<file path="src/rtl/sbqm_people_counter.sv">
// sbqm_people_counter: synchronised, debounced entry/exit sensors driving a saturating occupancy counter
module sbqm_people_counter #(
  parameter int n  = 3,
  parameter int DB = 2
) (
  input  logic         clk,
  input  logic         rst_n,
  input  logic         front_sensor,
  input  logic         back_sensor,
  output logic [n-1:0] pcount,
  output logic         full,
  output logic         empty,
  output logic         err_full,
  output logic         err_empty
);
  localparam int CW = $clog2(DB) + 1;
  localparam logic [CW-1:0] DB_LAST = CW'(DB - 1);
  localparam logic [n-1:0] MAXC = '1;
  logic [1:0]   w_raw;
  logic [1:0]   w_evt;
  logic         w_ent;
  logic         w_ext;
  logic         w_inc;
  logic         w_dec;
  logic [n-1:0] w_next;
  assign w_raw = {back_sensor, front_sensor};
  // Index 0 is the entry sensor, index 1 the exit sensor; both get identical conditioning.
  for (genvar g = 0; g < 2; g++) begin : g_sense
    logic          r_s1;
    logic          r_s2;
    logic          r_db;
    logic          r_prev;
    logic [CW-1:0] r_cnt;
    // Two-flop synchroniser, debounce filter on the synchronised level, and edge-detect delay
    always_ff @(posedge clk or negedge rst_n) begin
      if (!rst_n) begin
        r_s1   <= 1'b0;
        r_s2   <= 1'b0;
        r_db   <= 1'b0;
        r_prev <= 1'b0;
        r_cnt  <= '0;
      end else begin
        r_s1   <= w_raw[g];
        r_s2   <= r_s1;
        r_prev <= r_db;
        if (r_s2 != r_db && r_cnt == DB_LAST) begin
          r_db  <= r_s2;
          r_cnt <= '0;
        end else if (r_s2 != r_db) begin
          r_cnt <= r_cnt + CW'(1);
        end else begin
          r_cnt <= '0;
        end
      end
    end
    assign w_evt[g] = r_db & ~r_prev;
  end
  // Simultaneous entry and exit cancel out, so only lone events move the count or raise errors
  always_comb begin
    w_ent  = w_evt[0];
    w_ext  = w_evt[1];
    w_inc  = w_ent & ~w_ext & ~full;
    w_dec  = w_ext & ~w_ent & ~empty;
    w_next = w_inc ? pcount + n'(1) : w_dec ? pcount - n'(1) : pcount;
  end
  // Count, flags from the next value so they track pcount exactly, and single-cycle reject pulses
  always_ff @(posedge clk or negedge rst_n) begin
    if (!rst_n) begin
      pcount    <= '0;
      full      <= 1'b0;
      empty     <= 1'b1;
      err_full  <= 1'b0;
      err_empty <= 1'b0;
    end else begin
      pcount    <= w_next;
      full      <= w_next == MAXC;
      empty     <= w_next == '0;
      err_full  <= w_ent & ~w_ext & full;
      err_empty <= w_ext & ~w_ent & empty;
    end
  end
endmodule
</file>
<file path="config.mk">
export PLATFORM = sky130hd
export DESIGN_NAME = sbqm_people_counter
export DESIGN_NICKNAME = d
export VERILOG_FILES = /design/src/rtl/sbqm_people_counter.sv
export SDC_FILE = /design/constraint.sdc
export NUM_CORES = 1
export LEC_CHECK = 0
export BUFFER_PORTS_ARGS = -buffer_cell sky130_fd_sc_hd__clkbuf_2
export CORE_AREA = 4 4 41 43
export CTS_BUF_LIST = sky130_fd_sc_hd__clkbuf_4
export DETAILED_ROUTE_END_ITERATION = 10
export DIE_AREA = 0 0 45 47
export PLACE_DENSITY = 0.77
export SETUP_SLACK_MARGIN = 0.05
export SLEW_MARGIN = 20
export SYNTH_ARGS = -nofsm -noshare
export SYNTH_HDL_FRONTEND = slang
export SYNTH_SLANG_ARGS = --single-unit
export TNS_END_PERCENT = 10
</file>
<file path="constraint.sdc">
create_clock -name clk -period 4.3 [get_ports clk]
set_input_delay 0.43 -clock clk [delete_from_list [all_inputs] [get_ports clk]]
set_output_delay 0.43 -clock clk [all_outputs]
set_load 0.01 [all_outputs]
</file>
==> results, run 1 <==
- The maximum clock frequency is 0.649 GHz.
- Using the TritonRoute via totals, the vias-per-cell ratio works out to 5.16.
- Gates resized during post-CTS repair numbered 0.
- For this run, the number of standard cells in the final layout without fillers is 83.
- The final standard cell utilization of the core is 0.653.
- The static leakage is 0.416 nW.
- The global router's overall resource usage is 0.137.
- In this run the power density over the cells is 739 nW/um2.
- The share of synthesized cell area in full adder, half adder and majority cells is 0.0664.
- Yosys mapped the design onto 21 distinct sky130hd cell types.
- The largest family of logic cells by synthesized area is simple AND/OR/NAND/NOR gates.
- The area fraction in compound gates after synthesis came to 0.0432.
- The kind of critical path is reg -> reg.
- The number of hold buffers added after CTS was 0.
- Setup total negative slack on the finished layout was measured at 0 ps.
- In this run the clock root is driven by a clkbuf_4.
- The clock insertion delay at the later pin of the skew report is 280 ps.
- The final RePlAce weighted congestion is 0.862.
- The simple-gate share of the synthesized area is 0.161.
- The first routing iteration left 4 violations.
- The synthesized netlist cell count is between 50 and 60.
- The via count of the first global-routing pass was 440.
- Entering global routing, the biggest net connects 20 pins.
- Data on the critical path is required at its endpoint by between 4000 and 5000 ps.
- The initial core utilization is 0.579.
- Setup repair after global routing left no endpoint under its margin.
- The count of nets left with antenna violations once routing finished came out at 0.
- Max-cap violations in this run came to 0.
- The Yosys step of the flow raised 0 warnings.
- The endpoint kind of the worst setup timing path is a flop.
- The summed instance area of the synthesized netlist is 753 um2.
- During I/O placement, the number of pins put on the boundary was 11.
- In the final routed layout, each cell accounts on average for between 10 and 15 um.
- A synthesized cell averages ~14 um2.
- At the pin with the least slew margin, the transition time is 447 ps.
- For this design, the sink count on the clock tree is 19.
- The total routed wirelength is roughly 1.0 mm.
- The smallest clock period supported by the final layout is computed as 1540 ps.
- The worst hold margin is 66.0 ps.
- The sequential cell area fraction in the yosys report is 0.633.
- The floorplan step defined a die boundary enclosing 2120 um2.
- After clock tree synthesis, the clock-pin slew on the worst setup and hold paths is 100 ps.
- The multiplexer area fraction after synthesis is 0.0299.
- The number of port buffers is 10.
- The number of clock buffers inserted by TritonCTS is 3.
- The number of antenna diodes in the final layout is 0.
- The layout net count is between 70 and 80.
- The leftover overflow at the end of global routing is 0.
- On the final layout, the worst clock skew is 0.548 ps.
- The first-pass iteration count of the detailed router is 4.
- The die is 47 um tall.
- The synthesized netlist net count is 62.
- The largest driver fanout on the critical path is 4.
- The area growth from synthesis to layout is 12.8%.
- The flow ran to the end, and the final reports show no timing, DRC or antenna violations.
- After legalization and detailed placement, the total HPWL measured 822 um.
- The total setup violations reported at the end of the flow is 0.
- The via count is 428.
- Of the cells placed in the final design, the portion with a size suffix greater than 1 is 0.353.
- The path category of the worst min-delay check is in -> async.
- The number of setup buffers added after CTS is 0.
- For this run, design rule violations remaining after detail routing come to 0.
- VDD sags by at most 0.000422 V.
- The worst-case headroom to the max-slew limit is 0.702.
- Of the available clock period, the critical path in the final layout requires 0.358.
- The clock tree buffer depth is 2.
- The first global-routing pass estimated a little under 2 mm of wire.
- The power after layout is 0.000628 W.
- The register bit total from synthesis is 19.
- The number of pins with negative max-slew slack in the final report is 0.
- The placed cell count is 79.
- The final number of hold-violating endpoints is 0.
- The xor and xnor fraction of the mapped netlist area is 0.0465.
- Data on the critical path arrives at its endpoint at 1730 ps.
- The number of H-tree levels is 1.
- The placeable core region is about 1300 um2.
- The placement row count is 13.
- The floorplan step set the die width to 45 um.
- The number of antenna violations at the first check in global routing is 0.
- STA classifies the critical path startpoint as a flop.
- TritonCTS built the clock tree.
[worst max-delay path, stage by stage, from the launching register on]
cell	delay, ps
dfrtp_1	410
inv_1	60
ha_1	330
nor4_1	360
a211oi_2	110
and3_1	180
[worst paths after layout]
kind	endpoint	startpoint	cells past startpoint	slack, ps
worst max register to register	full$_DFF_PN0_	pcount[0]$_DFF_PN0_	5	2760
worst max-delay path	full$_DFF_PN0_	pcount[0]$_DFF_PN0_	5	2760
min in group clk	g_sense[0].r_s1$_DFF_PN0_	front_sensor	1	240
worst min-delay path	err_empty$_DFF_PN0_	rst_n	1	70
worst min register to register	g_sense[1].r_s2$_DFF_PN0_	g_sense[1].r_s1$_DFF_PN0_	0	360
max in group asynchronous	empty$_DFF_PN1_	rst_n	1	3900
[layout by cell type (no fill, tap or decap), drive strengths merged, types with 2 or more instances in the layout]
cell type | Yosys | final
dfrtp | 18 | 18
clkbuf | 0 | 13
nor2 | 5 | 5
inv | 4 | 4
ha | 4 | 4
nand2b | 4 | 4
and3 | 3 | 3
nor3 | 3 | 3
xor2 | 2 | 2
xnor2 | 2 | 2
mux2 | 2 | 2
and2b | 2 | 2
a211oi | 2 | 2
[sequential cells by signal, summed over array words and instances (netlist names)]
name,flops
g_sense.r_db,2
pcount,3
g_sense.r_cnt,4
g_sense.r_s2,2
g_sense.r_prev,2
err_empty,1
g_sense.r_s1,2
err_full,1
empty,1
full,1
[cells in the mapped netlist (all sizes together)]
master | n | area, um2
dfrtp | 18 | 450
nor2 | 5 | 18.8
ha | 4 | 50.1
inv | 4 | 15.0
nand2b | 4 | 27.5
and3 | 3 | 20.0
nor3 | 3 | 31.3
a211oi | 2 | 20.0
and2b | 2 | 17.5
mux2 | 2 | 22.5
xnor2 | 2 | 17.5
xor2 | 2 | 17.5
a22oi | 1 | 12.5
dfstp | 1 | 26.3
nor4 | 1 | 6.26
[layout make-up]
type                       instances  area [um2]
tap                               15        18.8
inverter                           4        15.0
clock inverter                     1        5.00
multi-input combinational         31         262
sequential                        19         477
clock buffer                       3        22.5
fill                             111         452
timing repair buffer              10        50.0
[through the flow]
stage | area, um2 | worst slack (ps)
after global routing | 850 | 2610
after floorplan | 753 | 2820
after global placement | 822 | 2840
final | 850 | 2760
after CTS | 850 | 2770
after detailed placement | 822 | 2790
[logic make-up (layout without fill, tap and decap cells)]
| kind of cell | after synthesis | in the layout |
|---|---|---|
| buf+inv | 4 | 18 |
| xor+xnor | 4 | 4 |
| mux | 2 | 2 |
| simple gates | 18 | 18 |
| compound gates | 3 | 3 |
| flops | 19 | 19 |
| fa+ha+maj | 4 | 4 |
[per-layer routing]
layer / share of wire / up-vias / track usage
li1: - / 206 / -
met1: 0.45 / 214 / 0.168
met2: 0.49 / 6 / 0.212
met3: 0.049 / 2 / 0.0268
met4: 0.014 / 0 / 0.105
met5: 0 / - / 0
[report_power, final]
group | internal [W] | switching, W
clock network | 0.0000345 | 0.0000510
logic | 0.000120 | 0.000135
registers | 0.000242 | 0.0000449
total | 0.000397 | 0.000231
Power figures use the tool's default switching activity.
==> run 2, diff against run 1 <==
--- a/config.mk
+++ b/config.mk
@@ -6,11 +6,11 @@
 export NUM_CORES = 1
 export LEC_CHECK = 0
 export BUFFER_PORTS_ARGS = -buffer_cell sky130_fd_sc_hd__clkbuf_2
-export CORE_AREA = 4 4 41 43
+export CORE_MARGIN = 4
+export CORE_UTILIZATION = 56
 export CTS_BUF_LIST = sky130_fd_sc_hd__clkbuf_4
 export DETAILED_ROUTE_END_ITERATION = 10
-export DIE_AREA = 0 0 45 47
-export PLACE_DENSITY = 0.77
+export PLACE_DENSITY = 0.76
 export SETUP_SLACK_MARGIN = 0.05
 export SLEW_MARGIN = 20
 export SYNTH_ARGS = -nofsm -noshare
==> constraint.sdc (replaced) <==
create_clock -name clk -period 1.59 [get_ports clk]
set_input_delay 0.159 -clock clk [delete_from_list [all_inputs] [get_ports clk]]
set_output_delay 0.159 -clock clk [all_outputs]
set_load 0.01 [all_outputs]
==> results, run 2 (same netlist as run 1, synthesis figures left out) <==
- The run finished with clean final reports.
- The most common cell after layout, fill and taps aside is dfrtp_1.
- The worst-case headroom to the max-slew limit is 0.696.
- The number of antenna violations at the first check in global routing is 0.
- The global router's overall resource usage is 0.145.
- In the final timing run, aggregate negative setup slack is 0 ps.
- The startpoint kind of the worst setup timing path is a flop.
- The area taken by flip-flops and latches is 478 um2.
- The total overflow left after global routing is 0.
- The width of the die is 44.7 um.
- For this run, design rule violations remaining after detail routing come to 0.
- Timing would allow up to between 0.6 and 0.7 GHz.
- The post-layout minimum cycle time is 1530 ps.
- The CTS tree is built.
- The actual transition at the worst max-transition pin is 455 ps.
- The initialized floorplan defines 12 standard-cell rows.
- The register bank with the most flops is g_sense.r_cnt.
- The number of antenna diodes in the final layout is 0.
- The count of nets left with antenna violations once routing finished came out at 0.
- The pre-antenna-repair detailed-routing pass consisted of 4 iterations.
- In this run the worst path has a maximum fanout of 4.
- The flip-flop count of the largest register, all copies and words added is 4.
- Entering global routing, the biggest net connects 20 pins.
- Summing all multi-input logic gate instances after layout gives 320 um2.
- In this run the static leakage power is 0.468 nW.
- Dividing the final minimum period by the clock period gives 0.962.
- The tightest min-delay check is of the in -> async type.
- The placed cell area is 821 um2.
- The power density of the placed cells is 2150 nW/um2.
- For this design the top-level I/O count stands at 11.
- On the worst path, the slowest cell contributes a delay of around 470 ps.
- Leaving out fill and tap cells, the most frequent cells in the layout are dfrtp_1, clkbuf_2, nor2_1, buf_4.
- The critical path required time is 1810 ps.
- The height of the die is 44.7 um.
- Measured on the finished design, the core utilization comes to 0.823.
- The slowest cell on the critical path is dfrtp_1.
- The clock slew seen by the registers of the worst setup and hold paths is 100 ps.
- Setup violations remaining at the end of the flow were counted as 0.
- The clock tree buffer depth is 2.
- The placeable core region is roughly 1200 um2.
- The fraction of final layout cells sized beyond drive strength 1 is 0.487.
- The number of DRC markers after the initial detailed-route iteration is 3.
- The largest registers in the layout are g_sense.r_cnt x4, pcount x3.
- The maximum resistive drop on vdd is 0.00176 V.
- The endpoint kind of the worst setup timing path is a flop.
- The number of H-tree levels is 1.
- The final RePlAce weighted congestion is 0.788.
- Setup repair after global routing could not meet its margin everywhere.
- The count of clock tree sinks is 19.
- The initial core utilization is 0.635.
- The total routed wirelength is 1.45 mm.
- Walking the worst path, the cells encountered are inv_2, ha_4, nor4_4, a211oi_2, buf_4, nor3_2.
- The clock insertion delay at the later pin of the skew report is 290 ps.
- After routing the design area is just under 1000 um2.
- Input and output buffers added on the ports amount to 10.
- The number of pins with negative max-slew slack in the final report is 0.
- Dividing the detail-routed via count by the number of cells gives 5.28.
- The area growth from synthesis to layout is 29.6%.
- Max-cap violations in this run came to 0.
- The floorplan step defined a die boundary enclosing 2000 um2.
- The final number of hold-violating endpoints was 0.
- The via count of the first global-routing pass is 464.
- The kind of critical path is reg -> reg.
- The clock skew is between 2 and 3 ps.
- The cell sitting at the root of the clock tree is a clkbuf_4.
- The via count is around 480.
- The first global-routing pass estimated just under 2 mm of wire.
- The per-cell routed wire length is 16.1 um.
- The final layout contains 85 nets.
- The HPWL reported at the end of detailed placement is 767 um.
- Overall power consumption after layout is estimated at approximately 0.0021 W.
- The layout has 69 filler cells.
- Clock tree synthesis inserted a total of 3 buffers.
- Data arrives at the worst endpoint at 1750 ps.
run 2: final timing paths:
kind	startpoint	endpoint	slack, ps	cells past startpoint
worst min-delay path	rst_n	g_sense[1].r_prev$_DFF_PN0_	330	2
max in group asynchronous	rst_n	empty$_DFF_PN1_	920	2
worst max register to register	pcount[0]$_DFF_PN0_	empty$_DFF_PN1_	60	6
worst min register to register	g_sense[1].r_s1$_DFF_PN0_	g_sense[1].r_s2$_DFF_PN0_	360	0
min in group clk	g_sense[1].r_s1$_DFF_PN0_	g_sense[1].r_s2$_DFF_PN0_	360	0
worst max-delay path	pcount[0]$_DFF_PN0_	empty$_DFF_PN1_	60	6
run 2: what timing repair did:
item                                   CTS  global route
setup endpoints to repair                2             2
endpoints found under the hold margin   20             0
resized for setup                        1             9
hold buffers                             3             0
buffers inserted                         0             5
pin swaps                                0             5
run 2: stage by stage:
stage | cells | hold WS [ps] | worst slack [ps]
global route | 90 | 356 | -23.4
detailed placement | 78 | 124 | 44.6
finish | 90 | 330 | 59.7
floorplan | 54 | -137 | 107
global placement | 78 | 116 | 131
CTS | 85 | 332 | 84.7
run 2: per-layer routing:
layer	track usage	wire length (um)
met1	0.175	641
met2	0.229	685
met3	0.0610	71
met4	0.0542	48
met5	0	0
run 2: where the power goes:
group | internal (W) | leakage [nW] | switching [W]
Sequential | 0.000658 | 0.231 | 0.000135
Clock | 0.0000936 | 0.0177 | 0.000143
Combinational | 0.000541 | 0.219 | 0.000527
Total | 0.00129 | 0.468 | 0.000806
run 2: critical path: cells and delay by family (launching register included):
| kind | cells | cell delay, ps |
|---|---|---|
| adder cells (fa/ha/maj) | 1 | 270 |
| AO/OA/AOI/OAI | 1 | 70 |
| buffers and inverters | 2 | 230 |
| AND/OR/NAND/NOR | 2 | 430 |
| flip-flops | 1 | 470 |
run 2: cell type report:
| class | count | area share |
|---|---|---|
| sequential | 19 | 0.490 |
| multi-input combinational | 31 | 0.328 |
| timing repair buffer | 18 | 0.121 |
| clock buffer | 3 | 0.0231 |
| tap | 14 | 0.0179 |
| inverter | 4 | 0.0154 |
| clock inverter | 1 | 0.00513 |
==> run 3, diff against run 2 <==
--- a/config.mk
+++ b/config.mk
@@ -7,10 +7,10 @@
 export LEC_CHECK = 0
 export BUFFER_PORTS_ARGS = -buffer_cell sky130_fd_sc_hd__clkbuf_2
 export CORE_MARGIN = 4
-export CORE_UTILIZATION = 56
+export CORE_UTILIZATION = 51
 export CTS_BUF_LIST = sky130_fd_sc_hd__clkbuf_4
 export DETAILED_ROUTE_END_ITERATION = 10
-export PLACE_DENSITY = 0.76
+export PLACE_DENSITY = 0.73
 export SETUP_SLACK_MARGIN = 0.05
 export SLEW_MARGIN = 20
 export SYNTH_ARGS = -nofsm -noshare
==> constraint.sdc (replaced) <==
create_clock -name clk -period 1.4 [get_ports clk]
set_input_delay 0.14 -clock clk [delete_from_list [all_inputs] [get_ports clk]]
set_output_delay 0.14 -clock clk [all_outputs]
set_load 0.01 [all_outputs]
==> results, run 3 (same netlist as run 1, synthesis figures left out) <==
- At the worst endpoint, the arrival time is about 1700 ps.
- STA classifies the critical path endpoint as a flop.
- The top cell types in the final layout, fill and taps aside, are dfrtp_1, clkbuf_2, buf_4, nor2_1, inv_1.
- The startpoint kind of the worst setup timing path is a flop.
- The power after layout is 0.00226 W.
- The placed cell count is 85.
- The via-per-instance ratio is 4.86.
- The reported max-cap violation count is 0.
- In this run the critical register-to-register path is captured at full$_DFF_PN0_.
- The fraction of final layout cells sized beyond drive strength 1 is 0.481.
- For this configuration, the core starts out at a cell density of 0.558.
- The die covers 2160 um2.
- Setup repair after global routing could not meet its margin everywhere.
- CTS placed an instance of clkbuf_4 at the clock tree root.
- The sequential cells in the finished layout cover a total of 478 um2.
- The number of antenna violations at the first check in global routing is 0.
- For this run, the total global-route usage over all layers was measured as 0.139.
- Setup slack on the critical path of the routed design comes to -27.6 ps.
- The first routing iteration left 3 violations.
- The path depth of the worst reg2reg path is 5.
- TritonCTS built the clock tree.
- The final reports fail on negative setup slack.
- After detailed routing, the number of remaining DRC violations is 0.
- In this run the horizontal extent of the chip is ~46 um.
- The static leakage is 0.474 nW.
- The largest registers in the layout are g_sense.r_cnt x4, pcount x3.
- The pre-antenna-repair detailed-routing pass consisted of 4 iterations.
- The flip-flop count of the largest register, all copies and words added is 4.
- The final instance count without filler cells is ~90.
- IR analysis of the VDD net gives a maximum drop of 0.00118 V.
- The number of port buffers is 10.
- The area occupied by multi-input gates is 312 um2.
- The first-pass GRT wire length is around 2.1 mm.
- On the final layout, the worst clock skew is just over 2 ps.
- In this run, CTS created clock tree buffers numbering 3.
- The most common cell after layout, fill and taps aside is dfrtp_1.
- The post-CTS setup-driven buffer insertion count is 0.
- The worst register-to-register path has a setup slack of -30 ps.
- The startpoint of the most critical register-to-register path is g_sense[0].r_prev$_DFF_PN0_.
- After clock tree synthesis, the clock-pin slew on the worst setup and hold paths is 100 ps.
- The leftover overflow at the end of global routing is 0.
- Routability-driven placement finished with a final weighted congestion of 0.765.
- The number of pins with negative max-slew slack in the final report is 0.
- The actual transition at the worst max-transition pin is about 460 ps.
- Ranked by flip-flop count, first place goes to g_sense.r_cnt.
- After routing the design area is 976 um2.
- The final antenna-violating net count is 0.
- The critical path starts at g_sense[0].r_prev$_DFF_PN0_.
- Summed over all layers, the routed wires come to about 1.1 mm.
- The number of placed I/O pins is 11.
- The clock tree buffer depth is 2.
- The placed cell area is 891 um2.
- The clock drives 19 sinks.
- The floorplan has 13 rows.
- The number of H-tree levels is 1.
- The power density of the placed cells is 2310 nW/um2.
- After layout, the minimum clock period comes to 1430 ps.
- The HPWL reported at the end of detailed placement is 847 um.
- The number of antenna diodes in the final layout is 0.
- The floorplan step defined a core boundary enclosing between 1000 and 1500 um2.
- The layout has 89 filler cells.
- The flow ran to the end, but the final reports show violations.
- The critical path required time is roughly 1600 ps.
- Dividing the detail-routed wire length by the instance count gives ~12 um.
- In the finished design, the share of the clock period the worst path needs comes to 1.02.
- The via count of the first global-routing pass came to 476.
- In this run the vertical extent of the chip is 46.4 um.
- Entering global routing, the biggest net connects 20 pins.
- The maximum clock frequency is around 0.70 GHz.
- The final number of hold-violating endpoints was 0.
- The area growth from synthesis to layout is 29.6%.
- Measured against its own limit, the worst slew margin works out to 0.691.
- In this run the worst path has a maximum fanout of 3.
- The kind of critical path is reg -> reg.
- The routed layout has 447 vias.
- The path category of the worst min-delay check is in -> async.
- Setup violations remaining at the end of the flow were counted as 1.
- The layout net count is 86.
- The worst hold margin is 321 ps.
- The clock insertion delay at the later pin of the skew report is 280 ps.
-- run 3: changes by cell type in the layout (fill, tap and decap cells not counted) --
cell / change
nor4_4: -1
buf_4: +1
nor4_2: +1
inv_1: +1
inv_2: -1
-- run 3: critical path, cell delays in order, from the launching register on --
cell,delay [ps]
dfrtp_1,390
nand2b_2,210
nor3_4,230
a211oi_2,110
a211oi_2,250
and3_1,200
-- run 3: how the worst max path moves through the flow --
| stage | slack (ps) | to | cells after the start |
|---|---|---|---|
| finish | -30 | full$_DFF_PN0_ | 5 |
| global route | -120 | full$_DFF_PN0_ | 5 |
| CTS | -20 | empty$_DFF_PN1_ | 5 |
| detailed placement | -30 | full$_DFF_PN0_ | 5 |
| global placement | 20 | full$_DFF_PN0_ | 5 |
| floorplan | 50 | full$_DFF_PN0_ | 5 |
-- run 3: layout make-up --
cell class,count,area share
well taps,15,0.0192
clock inverters,1,0.00513
multi-input cells,31,0.319
clock buffers,3,0.0231
repair buffers,19,0.128
flip-flops and latches,19,0.490
inverters,4,0.0154
-- run 3: stage by stage --
step / setup TNS, ps / util / setup slack, ps
2_1_floorplan: 0 / - / 51.3
3_3_place_gp: 0 / 0.660 / 21.1
3_5_place_dp: -32.7 / 0.660 / -32.7
4_1_cts: -18.9 / 0.713 / -18.9
5_1_grt: -197 / 0.723 / -117
6_report: -27.6 / 0.723 / -27.6
-- run 3: per-layer routing --
layer | GRT usage | wire length (um)
met4 | 0.0682 | 9
met5 | 0 | 0
met1 | 0.181 | 526
met2 | 0.223 | 540
met3 | 0.0234 | 48
-- run 3: timing repair --
action,CTS,global route
resized for setup,2,3
endpoints found under the hold margin,20,0
hold buffers,3,0
endpoints found under the setup margin,2,2
pin swaps,0,0
-- run 3: power breakdown --
group | internal [W] | total [W] | switching, W
clock network | 0.000106 | 0.000263 | 0.000157
registers | 0.000747 | 0.000876 | 0.000129
logic | 0.000588 | 0.00112 | 0.000529
total | 0.00144 | 0.00226 | 0.000815
